### src/rtl/loader_pkg.sv
// Shared types and constants for the program loader.
// Holds the FSM state encoding and the length-byte interpretation.
package loader_pkg;

  typedef enum logic [2:0] {
    ST_IDLE,
    ST_LEN,
    ST_DATA,
    ST_WRITE,
    ST_CSUM,
    ST_DONE,
    ST_ERR
  } state_t;

  // A length byte of zero encodes a full 256-byte image.
  localparam logic [8:0] LEN_ZERO_MEANS_256 = 9'd256;

endpackage

### src/rtl/xor_acc8.sv
// 8-bit XOR accumulator with synchronous clear and enable.
// Clear has priority over enable.
module xor_acc8 (
  input  logic       clk,
  input  logic       reset,
  input  logic       clr,
  input  logic       en,
  input  logic [7:0] din,
  output logic [7:0] acc
);

  always_ff @(posedge clk or negedge reset) begin
    if (!reset)   acc <= '0;
    else if (clr) acc <= '0;
    else if (en)  acc <= acc ^ din;
  end

endmodule

### src/rtl/prog_loader.sv
// Streams a length-prefixed, XOR-checksummed image from a host byte link
// into instruction memory while holding the CPU in reset.
module prog_loader
  import loader_pkg::*;
#(
  parameter logic [7:0] START_ADDR = 8'h00
) (
  input  logic       clk,
  input  logic       reset,
  input  logic       start,
  input  logic [7:0] in_data,
  input  logic       in_valid,
  output logic       in_ready,
  output logic [7:0] rom_wr_addr,
  output logic [7:0] rom_wr_data,
  output logic       rom_n_cs,
  output logic       rom_n_we,
  output logic       cpu_hold,
  output logic       load_done,
  output logic       load_err
);

  state_t      state, state_nxt;
  logic [8:0]  cnt;
  logic [7:0]  acc;
  logic        acc_clr, ld_len, ld_data, do_write;

  xor_acc8 u_acc (
    .clk   (clk),
    .reset (reset),
    .clr   (acc_clr),
    .en    (ld_data),
    .din   (in_data),
    .acc   (acc)
  );

  always_ff @(posedge clk or negedge reset) begin
    if (!reset) state <= ST_IDLE;
    else        state <= state_nxt;
  end

  always_comb begin
    state_nxt = state;
    in_ready  = 1'b0;
    rom_n_cs  = 1'b1;
    rom_n_we  = 1'b1;
    acc_clr   = 1'b0;
    ld_len    = 1'b0;
    ld_data   = 1'b0;
    do_write  = 1'b0;
    case (state)
      ST_IDLE, ST_DONE, ST_ERR: begin
        if (start) begin
          state_nxt = ST_LEN;
          acc_clr   = 1'b1;
        end
      end
      ST_LEN: begin
        in_ready = 1'b1;
        if (in_valid) begin
          ld_len    = 1'b1;
          state_nxt = ST_DATA;
        end
      end
      ST_DATA: begin
        in_ready = 1'b1;
        if (in_valid) begin
          ld_data   = 1'b1;
          state_nxt = ST_WRITE;
        end
      end
      ST_WRITE: begin
        rom_n_cs  = 1'b0;
        rom_n_we  = 1'b0;
        do_write  = 1'b1;
        state_nxt = (cnt == 9'd1) ? ST_CSUM : ST_DATA;
      end
      ST_CSUM: begin
        in_ready = 1'b1;
        if (in_valid) state_nxt = (in_data == acc) ? ST_DONE : ST_ERR;
      end
      default: state_nxt = ST_IDLE;
    endcase
  end

  // Address, data and remaining-count registers; all return to their load defaults on reset.
  always_ff @(posedge clk or negedge reset) begin
    if (!reset) begin
      rom_wr_addr <= START_ADDR;
      rom_wr_data <= '0;
      cnt         <= '0;
    end else begin
      if (acc_clr) rom_wr_addr <= START_ADDR;
      if (ld_len)  cnt <= (in_data == 8'h00) ? LEN_ZERO_MEANS_256 : {1'b0, in_data};
      if (ld_data) rom_wr_data <= in_data;
      if (do_write) begin
        rom_wr_addr <= rom_wr_addr + 8'd1;
        cnt         <= cnt - 9'd1;
      end
    end
  end

  assign load_done = (state == ST_DONE);
  assign load_err  = (state == ST_ERR);
  assign cpu_hold  = (state != ST_DONE);

endmodule

### config.mk
export PLATFORM = sky130hd
export DESIGN_NAME = prog_loader
export DESIGN_NICKNAME = d
export VERILOG_FILES = /design/src/rtl/loader_pkg.sv /design/src/rtl/xor_acc8.sv /design/src/rtl/prog_loader.sv
export SDC_FILE = /design/constraint.sdc
export NUM_CORES = 1
export LEC_CHECK = 0
export ABC_AREA = 1
export CORE_MARGIN = 5
export CORE_UTILIZATION = 57
export DETAILED_ROUTE_END_ITERATION = 8
export GPL_TIMING_DRIVEN = 1
export PLACE_DENSITY = 0.94
export SYNTH_ARGS = -nofsm -noshare
export SYNTH_HDL_FRONTEND = slang
export SYNTH_HIERARCHICAL = 1
export SYNTH_SLANG_ARGS = --single-unit
### constraint.sdc
create_clock -name clk -period 3.4 [get_ports clk]
set_clock_uncertainty 0.05 [all_clocks]
set_input_delay 0.34 -clock clk [delete_from_list [all_inputs] [get_ports clk]]
set_output_delay 0.34 -clock clk [all_outputs]
set_load 0.01 [all_outputs]
==> summary.md <==
| Metric | Value |
|---|---|
| Commonest cells in the netlist | `nand2_1 (80), dfrtp_1 (36), inv_1 (34)` |
| Hold Fails Final Rpt | `0` |
| Slew headroom | `34.8%` |
| Power Total | `2.02 mW` |
| Ys async rst share | `100%` |
| Antenna violations before repair | `0` |
| I/O pin total | `34` |
| Simple-gate area share of the yosys netlist | `28.1%` |
| HP Class | `in2async` |
| ANT nets after route | `0` |
| Core ar. | `3420 um2` |
| DRT iter0 DRCs | `152` |
| Main flop type after synthesis | `dfrtp_1` |
| Post-CTS sizing | `0` |
| Slew @ Worst Pin | `0.975 ns` |
| Routed wire length per instance | `12.3 um` |
| Global-route wire length before repair | `7780 um` |
| NumNets Final | `326` |
| Crit end category | `output port` |
| Top-area cell type share of the netlist area | `43.5%` |
| Worst-skew pair later-pin latency | `0.35 ns` |
| Main combinational cell family by area after synthesis | `simple AND/OR/NAND/NOR gates` |
| Netlist Area Pre-Place | `2070 um2` |
| Critical Path RT | `3.01 ns` |
| Fin Setup TNS | `0 ns` |
| Num Clock Sinks | `36` |
| WP buf/inv | `2` |
| Syn_nets | `291` |
| Max_cap viols | `0` |
| Fmax | `0.434 GHz` |
| Synth Area in Adders | `1.81%` |
| Rows | `21` |
| DPL Wire Length | `3310 um` |
| Max Slew Vio Count | `0` |
| Die H | `70.3 um` |
| Worst path most repeated cell | `nand2_1` |
| CTS root buf | `clkbuf_4` |
| Comb power frac | `49.7%` |
| Area growth, synth to finish | `19.3%` |
| Number of flops mapped to enable cells by yosys | `0` |
| P_sw | `877 uW` |
| XOR/XNOR Fraction of Synth Area | `3.39%` |
| Register area share after synthesis | `43.5%` |
| CTS Buf Count | `5` |
| Port bufs | `33` |
| Worst-path cell chain | `nand2_1 -> inv_2 -> nand2_1 -> clkdlybuf4s50_1` |
| Vias per cell | `5.27` |
| Max rail drop VDD | `0.508 mV` |
| Cts-stage hold buffer count | `0` |
| DRC violations left | `0` |
| #FFs+latches synth | `36` |
| Yosys warns | `6` |
| Clock share of power | `12.2%` |
| Die W | `70.3 um` |
| Clock buffer depth | `2` |
| Status | `complete, no violations` |
| Share of cells above drive strength 1 | `8.33%` |
| Post-Route WL | `4390 um` |
| Crit Path Max Fanout | `12` |
| Unrepaired setup endpoints after global routing | `no` |
| Mux contribution to synthesized area | `0%` |
| CP delay by family, top | `buffers and inverters` |
| Overall Global Routing Usage | `19.6%` |
| Largest stage delay on the critical path | `0.62 ns` |
| Pleak | `1.22 nW` |
| CTS H-tree lvls | `2` |
| CTS clk-pin slew, worst paths | `0.11 ns` |
| Final count of negative-setup-slack endpoints | `0` |
| Gr ovfl total | `0` |
| Number of global-route vias before repair | `1799` |
| Postcts setup bufs | `0` |
| Die area | `4940 um2` |
| # diodes | `0` |
| Pwr dens | `817 nW/um2` |
| Period utilization | `67.8%` |
| GP Congestion | `0.881` |
| Count leader, synth | `nand2_1` |
| Minimum clock period | `2.31 ns` |
| Sequential share of power | `38.1%` |
| Compound-Gate Fraction of Synth Area | `13.2%` |
| First-pass DRT Iterations | `4` |
| Initial Utilization | `60.6%` |
| Syn Area/Cell | `7.50 um2` |
| Internal power | `1.14 mW` |
| Via count | `1885` |
| Crit Path Category | `reg2out` |
| Post-synthesis cell type count | `27` |
| Post-Synthesis Cells | `276` |
| Non-Filler Instances | `358` |
| Cell taking the most area after synthesis | `dfrtp_1` |
| Placed cells | `350` |
| Placed inst area | `2410 um2` |
| Largest cells by area after synthesis | `dfrtp_1 (44%), nand2_1 (15%), inv_1 (6.2%)` |
| Pin count of the biggest net entering global routing | `37` |
| Worst EP arrival | `1.92 ns` |
| TritonCTS clock tree | `built` |
| Switching share of power | `43.4%` |
| Slowest cell on crit path | `clkdlybuf4s50_1` |
| Design area | `2470 um2` |
| Crit start category | `flip-flop` |
==> worst register-to-register path: stages (launching register included) <==
cell and delay [ns]:
dfrtp_1 0.46, inv_2 0.09, nor2_1 0.13, nand2_1 0.13
nor2_2 0.56, inv_2 0.30, nand2_1 0.15, o21ai_2 0.06
==> logic make-up (layout without fill, tap and decap cells) <==
group                    Yosys count  count (layout)
flip-flops                        36              36
buffers and inverters             45              81
AO/OA/AOI/OAI                     45              45
XOR/XNOR                           8               8
AND/OR/NAND/NOR                  139             139
adder cells (fa/ha/maj)            3               3
==> area by class of cell <==
type	instances	area (um2)
Multi-Input combinational cell	195	963
Clock inverter	1	7.51
Clock buffer	7	55.1
Timing Repair Buffer	34	338
Tap cell	46	57.6
Sequential cell	36	901
Fill cell	276	946
Inverter	39	148
==> power by group through the flow <==
stage	sequential, mW	combinational, mW	clock [mW]
4_1_cts	0.767	1.01	0.253
2_1_floorplan	0.777	0.674	0
3_3_place_gp	0.766	0.964	0
3_5_place_dp	0.775	1.01	0
5_1_grt	0.799	1.14	0.270
6_report	0.769	1.00	0.245
==> sequential cells by signal (all words and copies together), names as in the netlist <==
| register | flops |
|---|---|
| cnt | 9 |
| u_acc/acc | 8 |
| rom_wr_addr | 8 |
| rom_wr_data | 8 |
| state | 3 |
==> cell usage in the layout, fill, tap and decap left out, drive strengths merged <==
cell type      count
a21oi             16
buf                1
clkbuf             7
clkdlybuf4s50     33
clkinv             1
clkinvlp           1
dfrtp             36
ha                 3
inv               38
nand2             80
nand3             25
nand4              1
nor2              30
nor3               3
o211ai             3
o21ai             20
o221ai             1
o22ai              4
o31ai              1
xnor2              5
xor2               3
==> metal layers <==
layer	vias up	part of all wire [%]	global-route usage (%)
met5	-	0	0
met4	0	1.8	8.09
met3	8	5.5	5.88
met2	45	50	34.3
met1	881	42	22.1
li1	951	-	-
==> stage by stage <==
| step | worst slack, ns | hold WS [ns] | utilization (%) |
|---|---|---|---|
| after floorplan | 2.04 | -0.00559 | - |
| after global placement | 1.31 | 0.417 | 70.5 |
| after detailed placement | 1.28 | 0.419 | 70.5 |
| after global routing | 0.959 | 0.389 | 72.3 |
| after CTS | 1.07 | 0.353 | 72.3 |
| final | 1.09 | 0.338 | 72.3 |
==> worst paths after layout <==
path,start,to,slack (ns),depth (start not counted)
worst min-delay path,reset,rom_wr_data[3]$_DFFE_PN0P_,0.34,2
min in group clk,rom_wr_addr[7]$_DFFE_PN0P_,rom_wr_addr[7]$_DFFE_PN0P_,0.44,1
worst min register to register,rom_wr_addr[7]$_DFFE_PN0P_,rom_wr_addr[7]$_DFFE_PN0P_,0.44,1
worst max-delay path,state[0]$_DFFE_PN0P_,rom_n_cs,1.09,4
worst max register to register,state[1]$_DFFE_PN0P_,rom_wr_data[4]$_DFFE_PN0P_,1.38,7
max in group asynchronous,reset,cnt[8]$_DFFE_PN0P_,2.65,2
(Power assumes the default switching activity.)
